## src/rtl/rf_arb_pkg.sv

```systemverilog
// Shared types and default widths for the register-file write arbiter.
package rf_arb_pkg;

  localparam int NREG = 32;
  localparam int AW   = 5;
  localparam int DW   = 32;

  // Source of the write currently held in the output register.
  typedef enum logic [1:0] {
    SRC_NONE,
    SRC_PIPE,
    SRC_MAC
  } wb_src_t;

endpackage

```

## src/rtl/reg_scoreboard.sv

```systemverilog
// Per-register busy bits for outstanding MAC results, with a sticky
// double-issue error and a three-port RAW hazard compare for ID.
module reg_scoreboard
  import rf_arb_pkg::*;
#(
  parameter int NREG = rf_arb_pkg::NREG,
  parameter int AW   = rf_arb_pkg::AW
) (
  input  logic            clk,
  input  logic            reset,
  input  logic            set_en,
  input  logic [AW-1:0]   set_addr,
  input  logic            clr_en,
  input  logic [AW-1:0]   clr_addr,
  input  logic            r1_en,
  input  logic [AW-1:0]   r1_addr,
  input  logic            r2_en,
  input  logic [AW-1:0]   r2_addr,
  input  logic            r3_en,
  input  logic [AW-1:0]   r3_addr,
  output logic            hazard,
  output logic [NREG-1:0] busy_vec,
  output logic            sb_err
);

  logic [NREG-1:0] busy_q, busy_nxt;
  logic            set_live, err_nxt;

  assign set_live = set_en && (set_addr != '0);

  always_comb begin
    // NOTE: every always_comb output gets a default first, otherwise a
    // path that skips an assignment infers a latch.
    busy_nxt = busy_q;
    err_nxt  = sb_err;
    if (clr_en)
      busy_nxt[clr_addr] = 1'b0;
    // Set is applied after clear so a same-register collision leaves it busy.
    if (set_live) begin
      busy_nxt[set_addr] = 1'b1;
      if (busy_q[set_addr] && !(clr_en && clr_addr == set_addr))
        err_nxt = 1'b1;
    end
  end

  // NOTE: the busy bits are plain flops, not a RAM, so they are cleared by
  // reset like any other state; an unreset scoreboard would stall ID forever.
  always_ff @(posedge clk or posedge reset) begin
    if (reset) begin
      busy_q <= '0;
      sb_err <= 1'b0;
    end else begin
      // NOTE: sequential state uses non-blocking assignment only, so every
      // flop samples pre-edge values regardless of statement order.
      busy_q <= busy_nxt;
      sb_err <= err_nxt;
    end
  end

  assign busy_vec = busy_q;

  assign hazard = (r1_en && r1_addr != '0 && busy_q[r1_addr])
               || (r2_en && r2_addr != '0 && busy_q[r2_addr])
               || (r3_en && r3_addr != '0 && busy_q[r3_addr]);

endmodule

```

## src/rtl/rf_write_arbiter.sv

```systemverilog
// Arbitrates the single register-file write port between WB and the MAC
// unit, with an aging counter so a blocked MAC result cannot starve.
module rf_write_arbiter
  import rf_arb_pkg::*;
#(
  parameter int NREG     = rf_arb_pkg::NREG,
  parameter int AW       = rf_arb_pkg::AW,
  parameter int DW       = rf_arb_pkg::DW,
  parameter int MAX_WAIT = 4
) (
  input  logic            clk,
  input  logic            reset,
  input  logic            pipe_valid,
  input  logic [AW-1:0]   pipe_addr,
  input  logic [DW-1:0]   pipe_data,
  output logic            pipe_ready,
  input  logic            mac_valid,
  input  logic [AW-1:0]   mac_addr,
  input  logic [DW-1:0]   mac_data,
  output logic            mac_ready,
  input  logic            mac_issue,
  input  logic [AW-1:0]   mac_issue_addr,
  input  logic            id_r1_en,
  input  logic [AW-1:0]   id_r1_addr,
  input  logic            id_r2_en,
  input  logic [AW-1:0]   id_r2_addr,
  input  logic            id_r3_en,
  input  logic [AW-1:0]   id_r3_addr,
  output logic            hazard,
  output logic [NREG-1:0] busy_vec,
  output logic            rf_we,
  output logic [AW-1:0]   rf_waddr,
  output logic [DW-1:0]   rf_wdata,
  output logic            sb_err
);

  localparam logic [3:0] MAX_WAIT_C = 4'(MAX_WAIT);

  logic [3:0] wait_cnt, wait_cnt_nxt;
  logic       mac_pri;
  wb_src_t    src_q;

  // The MAC side takes priority once it has aged to MAX_WAIT.
  assign mac_pri    = (wait_cnt == MAX_WAIT_C);
  assign mac_ready  = !reset && mac_valid && (!pipe_valid || mac_pri);
  assign pipe_ready = !reset && pipe_valid && !(mac_valid && mac_pri);

  always_comb begin
    wait_cnt_nxt = wait_cnt;
    if (!mac_valid || mac_ready)
      wait_cnt_nxt = '0;
    else if (wait_cnt < MAX_WAIT_C)
      wait_cnt_nxt = wait_cnt + 4'd1;
  end

  always_ff @(posedge clk or posedge reset) begin
    if (reset) begin
      wait_cnt <= '0;
      rf_we    <= 1'b0;
      rf_waddr <= '0;
      rf_wdata <= '0;
      src_q    <= SRC_NONE;
    end else begin
      wait_cnt <= wait_cnt_nxt;
      rf_we    <= 1'b0;
      src_q    <= SRC_NONE;
      // Writes to r0 complete the handshake but never reach the file.
      if (mac_ready && mac_addr != '0) begin
        rf_we    <= 1'b1;
        rf_waddr <= mac_addr;
        rf_wdata <= mac_data;
        src_q    <= SRC_MAC;
      end else if (pipe_ready && pipe_addr != '0) begin
        rf_we    <= 1'b1;
        rf_waddr <= pipe_addr;
        rf_wdata <= pipe_data;
        src_q    <= SRC_PIPE;
      end
    end
  end

  reg_scoreboard #(
    .NREG(NREG),
    .AW  (AW)
  ) u_scoreboard (
    .clk     (clk),
    .reset   (reset),
    .set_en  (mac_issue),
    .set_addr(mac_issue_addr),
    .clr_en  (rf_we && src_q == SRC_MAC),
    .clr_addr(rf_waddr),
    .r1_en   (id_r1_en),
    .r1_addr (id_r1_addr),
    .r2_en   (id_r2_en),
    .r2_addr (id_r2_addr),
    .r3_en   (id_r3_en),
    .r3_addr (id_r3_addr),
    .hazard  (hazard),
    .busy_vec(busy_vec),
    .sb_err  (sb_err)
  );

endmodule

```

## config.mk

```make
export PLATFORM = sky130hd
export DESIGN_NAME = rf_write_arbiter
export DESIGN_NICKNAME = d
export VERILOG_FILES = /design/src/rtl/rf_arb_pkg.sv /design/src/rtl/reg_scoreboard.sv /design/src/rtl/rf_write_arbiter.sv
export SDC_FILE = /design/constraint.sdc
export NUM_CORES = 1
export LEC_CHECK = 0
export BUFFER_PORTS_ARGS = -buffer_cell sky130_fd_sc_hd__buf_2
export CAP_MARGIN = 0
export CORE_MARGIN = 10
export CORE_UTILIZATION = 50
export CTS_CLUSTER_DIAMETER = 120
export CTS_CLUSTER_SIZE = 16
export DETAILED_ROUTE_END_ITERATION = 16
export PLACE_DENSITY = 0.85
export SLEW_MARGIN = 20
export SYNTH_ARGS = -nofsm -noshare
export SYNTH_HDL_FRONTEND = slang
export SYNTH_HIERARCHICAL = 1
export SYNTH_SLANG_ARGS = --single-unit
```

## constraint.sdc

```tcl
create_clock -name clk -period 5.2 [get_ports clk]
set_clock_uncertainty 0.2 [all_clocks]
set_input_delay 1.04 -clock clk [delete_from_list [all_inputs] [get_ports clk]]
set_output_delay 1.04 -clock clk [all_outputs]
set_load 0.03 [all_outputs]
```

==> results of run 1 <==
## final cells by class
class	instances	area share, %
repair buffers	179	16.1
multi-input cells	275	42.3
clock inverters	7	1.31
flip-flops and latches	77	34.3
inverters	20	1.34
clock buffers	9	2.20
well taps	108	2.40
## worst register-to-register path, stage by stage (launching register included)
cell and delay [ns]:
dfrtp_1 0.40, inv_1 0.07, ha_1 0.22, and4b_4 0.22
a211oi_4 0.27, buf_4 0.43, mux2i_1 0.25, o21ai_0 0.10
## per-layer routing
layer / track usage, % / part of all wire [%] / vias up
met5: 0 / 0 / -
met4: 9.16 / 2.5 / 0
met3: 8.49 / 14 / 36
met2: 35.7 / 46 / 351
met1: 26.6 / 38 / 2009
li1: - / - / 1852
## cell usage in the layout (no fill, tap or decap), types with 7 or more instances in the layout
| master | instances |
|---|---|
| o21ai_0 | 69 |
| a22o_1 | 28 |
| nand3b_1 | 12 |
| nor2_1 | 9 |
| mux2i_1 | 18 |
| nand3_1 | 7 |
| a21o_1 | 28 |
| clkbuf_8 | 9 |
| inv_1 | 19 |
| mux4_2 | 24 |
| dfrtp_1 | 77 |
| buf_2 | 175 |
| nand2_1 | 15 |
## synthesized netlist by cell type (all sizes together), types with 7 or more instances
master | instances | area [µm²]
a21o | 28 | 210
a22o | 28 | 245
buf | 15 | 86.3
clkbuf | 12 | 45.0
dfrtp | 77 | 1930
inv | 20 | 75.1
mux2i | 18 | 180
mux4 | 30 | 698
nand2 | 15 | 56.3
nand3 | 7 | 35.0
nand3b | 12 | 90.1
nor2 | 10 | 37.5
o21ai | 74 | 370
## cells by family (layout without fill, tap and decap cells)
logic type                 count (synthesis)  count (layout)  synth area share (%)
AOI/OAI and AO/OA                        152             152                  22.2
DFF                                       77              77                  42.9
and+or+nand+nor                           63              63                  8.02
muxes                                     52              52                  20.6
buffers and inverters                     47             215                  4.59
xor gates and xnor gates                   6               6                  1.17
adders and majority gates                  2               2                 0.557
## final timing paths
kind / to / slack (ns)
min in group asynchronous: rf_wdata[1] / 0.44
worst max-delay path: hazard / 1.16
worst max register to register: rf_wdata[1] / 2.92
worst min-delay path: rf_wdata[9] / 0.27
worst min register to register: rf_wdata[9] / 0.27
max in group asynchronous: wait_cnt[1] / 3.67
## registers in the layout, indices dropped and copies added, names as in the netlist
| signal | cells |
|---|---|
| src_q | 2 |
| u_scoreboard/sb_err | 1 |
| rf_wdata | 32 |
| rf_waddr | 5 |
| u_scoreboard/busy_vec | 32 |
| rf_we | 1 |
| wait_cnt | 4 |
## per-stage QoR
stage               cells  utilization, %
finish                675            64.4
global route          675            64.4
CTS                   675            64.4
detailed placement    659            62.1
global placement      659            62.1
floorplan             399               -
## power groups by stage
| stage | Clock [mW] | Combinational [mW] | Sequential (mW) |
|---|---|---|---|
| after CTS | 0.464 | 0.494 | 0.752 |
| after floorplan | 0 | 0.205 | 0.862 |
| after global routing | 0.488 | 0.526 | 0.764 |
| final | 0.454 | 0.492 | 0.754 |
| after detailed placement | 0 | 0.494 | 0.762 |
| after global placement | 0 | 0.481 | 0.759 |
==> flow_summary_export.csv, run 1 <==
group,metric,value,unit
placed_design,dpl_worst_slack,1.19,ns
cells_and_area,final_nets,666,
floorplanning,num_io_pins,176,
global_route,antenna_found_initial,0,
worst_hold_path,min_from,"rf_wdata[9]",
synth,yosys_register_bits,77,
setup_path,endpoint_kind,"output pin",
cts,clock_latency,0.36,ns
setup_path,critPathTopFamily,"multiplexers",
cells_and_area,area_growth,25.1,%
timing,holdWs,0.273,ns
power_and_ir_drop,p_sw,0.620,mW
cts,cts_root_buf,"clkbuf_8",
cells_and_area,nFillCells,678,
cts,cts.path.max_buffers,2,
setup_path,crit_buf_inv,2,
timing,maxSlewHeadroom,57.1,%
cts,hold_buffers,0,
global_route,grt_max_degree,44,
setup_path,regToRegStartpoint,"wait_cnt[0]",
synth,synth_edf_count,0,
cts,cts_setup_buffers,0,
placed_design,gp_congestion,0.976,
cts,path_clk_slew,0.08,ns
timing,drv_slew,0,
power_and_ir_drop,p_leak,2.58,nW
power_and_ir_drop,p_total,1.70,mW
synth,synthesis.nets,503,
synth,seq_area_frac_synth,42.9,%
cells_and_area,diodes,0,
global_route,grt_usage,22.3,%
timing,tns,0,ns
route,drt_iter0_drc,363,
timing,fin_crit_sh,77.7,%
power_and_ir_drop,vdd_drop_max,187,µV
floorplanning,dieHeight,115,µm
route,drcViolationCount,0,
cells_and_area,multiInputGateArea,2380,µm²
route,wl_per_cell,22.7,µm
placed_design,hpwl,11800,µm
global_route,grt_pass1_wl,23400,µm
power_and_ir_drop,intPower,1.08,mW
synth,ys_warn_count,6,
setup_path,crit_path_start_kind,"primary input",
synth,async_flop_share,100,%
global_route,grt_overflow,0,
global_route,grt_pass1_vias,4429,
timing,finalSetupViolations,0,
timing,fin_crit,4.04,ns
floorplanning,rows,34,
route,routed_wl,15300,µm
floorplanning,die_area,13200,µm²
worst_hold_path,hold_path_depth,1,
setup_path,slowest_delay,0.59,ns
cells_and_area,design_area,5620,µm²
power_and_ir_drop,power_frac_comb,28.9,%
floorplanning,core,8720,µm²
setup_path,path_max_fanout,9,
cts,clkSinkCount,77,
synth,syn-instance-count,399,
synth,netlist_area,4490,µm²
setup_path,crit_chain,"buf_2, mux4_1, mux2_2, a211oi_1, o211ai_1, buf_2",
power_and_ir_drop,pwr-share-seq,44.3,%
cts,cts_max_level,3,
route,drtAntennaViolNets,0,
setup_path,worstSetupPathType,"primary input to output pin",
route,viasPerCell,6.29,
cells_and_area,drive_gt1_share,41.1,%
placed_design,post_dp_cell_area,5420,µm²
timing,hold_viol_final,0,
setup_path,cp_slowest_cell,"mux4_1",
setup_path,required,3.96,ns
route,drt_first_pass_iters,5,
timing,rsz0062_at_grt,"no",
flow_run,max_cap_viol_count,0,
status,run_status,"finished clean",
timing,fmax,247,MHz
floorplanning,start_util,51.5,%
cts,cts_resized,0,
floorplanning,die_w,115,µm
setup_path,arrival,2.80,ns
power_and_ir_drop,clock_power_share,26.7,%
setup_path,cp-startpoint,"id_r3_addr[0]",
worst_hold_path,hp-class,"flip-flop to flip-flop",
cts,cts_tree,"yes",
power_and_ir_drop,power_density,303,nW/µm²
setup_path,crit_top_cell,"buf_2",
route,vias,4248,
power_and_ir_drop,swShare,36.5,%
placed_design,io_buffers,175,
timing,tightest_slew,0.642,ns
setup_path,cp.depth,6,
timing,fin_ws,1.16,ns
synth,synthFlopType,"dfrtp_1",
cts,numCtsBuffers,9,
setup_path,r2r_cells,7,
cells_and_area,regArea,1930,µm²
synth,synthDistinctLibCells,41,
synth,avgSynthCellArea,11.3,µm²
No activity file was read; power rests on OpenSTA's default activity.
==> run 2, diff against run 1 <==
--- a/config.mk
+++ b/config.mk
@@ -8,11 +8,11 @@
 export BUFFER_PORTS_ARGS = -buffer_cell sky130_fd_sc_hd__buf_2
 export CAP_MARGIN = 0
 export CORE_MARGIN = 10
-export CORE_UTILIZATION = 50
+export CORE_UTILIZATION = 49
 export CTS_CLUSTER_DIAMETER = 120
 export CTS_CLUSTER_SIZE = 16
 export DETAILED_ROUTE_END_ITERATION = 16
-export PLACE_DENSITY = 0.85
+export PLACE_DENSITY = 0.83
 export SLEW_MARGIN = 20
 export SYNTH_ARGS = -nofsm -noshare
 export SYNTH_HDL_FRONTEND = slang
==> constraint.sdc (replaced) <==
create_clock -name clk -period 3.9 [get_ports clk]
set_clock_uncertainty 0.2 [all_clocks]
set_input_delay 0.78 -clock clk [delete_from_list [all_inputs] [get_ports clk]]
set_output_delay 0.78 -clock clk [all_outputs]
set_load 0.03 [all_outputs]
==> run 2 against run 1 <==
Net effect:
- sequential power is 34% higher
- critical path type unchanged
- non-clock buffer count is 1 higher
- sequential share of layout area hardly changed
- worst hold slack worse by 0.030 ns
- largest cell class unchanged
- via count is 0.87% higher
- wire length is 3.3% higher
- sequential cell count stayed put
==> flow_summary_export.csv, run 2 (synthesis gave the netlist of run 1 again) <==
group,metric,value,unit
timing,rsz0062_at_grt,"no",
cells_and_area,design_area,5630,µm²
flow_run,max_cap_viol_count,0,
cells_and_area,area_growth,25.2,%
cells_and_area,finalNonFillerCells,676,
floorplanning,dieHeight,116,µm
power_and_ir_drop,p_leak,2.58,nW
cells_and_area,final_nets,667,
setup_path,r2r_cells,7,
placed_design,dpl_worst_slack,0.462,ns
cells_and_area,layout_common_cells,"buf_2, dfrtp_1, o21ai_0",
power_and_ir_drop,clock_power_share,26.8,%
timing,drv_slew,0,
placed_design,dp_cells,660,
setup_path,r2r_end,"rf_wdata[30]",
global_route,grt_use_met2,36.7,%
timing,finalSetupViolations,0,
power_and_ir_drop,power_density,405,nW/µm²
global_route,grt_pass1_vias,4524,
floorplanning,die_area,13400,µm²
global_route,grt_pass1_wl,24200,µm
route,drt_first_pass_iters,5,
cts,cts_root_buf,"clkbuf_8",
timing,tightest_slew,0.957,ns
cts,numCtsBuffers,9,
timing,fin_crit,3.45,ns
power_and_ir_drop,pwr-share-seq,44.3,%
timing,fin_ws,0.448,ns
global_route,grt_usage,23.3,%
setup_path,arrival,2.47,ns
timing,fmax,290,MHz
cts,cts_setup_buffers,0,
floorplanning,core,8810,µm²
route,vias,4285,
setup_path,crit_path_start_kind,"primary input",
route,wl_per_cell,23.5,µm
cts,cts_tree,"yes",
placed_design,hpwl,11900,µm
global_route,grt_util_met1,27.2,%
setup_path,regToRegStartpoint,"wait_cnt[0]",
power_and_ir_drop,p_sw,0.810,mW
global_route,top_usage_layer,"met2",
cts,cts_resized,0,
cts,path_clk_slew,0.08,ns
cts,clock_latency,0.35,ns
cells_and_area,final_core_util,63.9,%
global_route,antenna_found_initial,1,
floorplanning,start_util,51.0,%
floorplanning,rows,34,
worst_hold_path,hp-class,"primary input to asynchronous set/reset pin",
route,viasPerCell,6.34,
cts,hold_buffers,0,
status,run_status,"finished clean",
setup_path,reg2reg_slack,1.35,ns
global_route,grt_max_degree,44,
global_route,grt_overflow,0,
placed_design,post_dp_cell_area,5420,µm²
cells_and_area,final_common_cell,"buf_2",
power_and_ir_drop,power_frac_comb,28.9,%
cells_and_area,drive_gt1_share,41.1,%
timing,maxSlewHeadroom,36.2,%
power_and_ir_drop,vdd_drop_max,271,µV
setup_path,worstSetupPathType,"primary input to output pin",
cts,cts.path.max_buffers,2,
timing,hold_viol_final,0,
setup_path,path_max_fanout,9,
floorplanning,die_w,116,µm
cells_and_area,multiInputGateArea,2370,µm²
cells_and_area,regArea,1930,µm²
cts,cts_max_level,3,
cts,clkSinkCount,77,
power_and_ir_drop,p_total,2.28,mW
power_and_ir_drop,intPower,1.47,mW
cells_and_area,nFillCells,715,
setup_path,cp-startpoint,"id_r3_addr[0]",
floorplanning,num_io_pins,176,
timing,holdWs,0.243,ns
route,routed_wl,15900,µm
route,drcViolationCount,0,
timing,fin_crit_sh,88.5,%
global_route,met3_usage,9.30,%
route,drtAntennaViolNets,0,
setup_path,required,2.92,ns
setup_path,endpoint_kind,"output pin",
placed_design,gp_congestion,0.953,
placed_design,io_buffers,175,
power_and_ir_drop,swShare,35.6,%
route,drt_iter0_drc,331,
timing,tns,0,ns
-- run 2: cell type report --
cell class	instances	area share, %
multi-input combinational	275	42.2
sequential	77	34.3
timing repair buffer	180	16.2
clock buffer	11	2.69
tap	108	2.40
inverter	20	1.33
clock inverter	4	0.845
antenna	1	0.0445
-- run 2: worst max-delay path: stages --
cell and delay [ns]:
buf_2 0.22, mux4_1 0.58, mux4_2 0.45, o21ai_1 0.14, o211ai_1 0.09, buf_2 0.19
-- run 2: per-layer routing --
layer  vias up  wire, µm
li1       1857         -
met1      2062      5820
met2       327      7210
met3        39      2330
met4         0       499
met5         -         0
-- run 2: power by group through the flow --
stage / Combinational (mW) / Sequential [mW] / Clock, mW
after CTS: 0.661 / 1.00 / 0.619
final: 0.658 / 1.01 / 0.610
after global routing: 0.708 / 1.02 / 0.653
after detailed placement: 0.660 / 1.02 / 0
after global placement: 0.642 / 1.01 / 0
after floorplan: 0.273 / 1.15 / 0
-- run 2: worst max-delay path by stage --
stage | end | slack, ns | cells past startpoint
2_1_floorplan | hazard | 0.64 | 5
3_3_place_gp | hazard | 0.51 | 6
3_5_place_dp | hazard | 0.46 | 6
4_1_cts | hazard | 0.46 | 6
5_1_grt | hazard | 0.39 | 6
6_report | hazard | 0.45 | 6
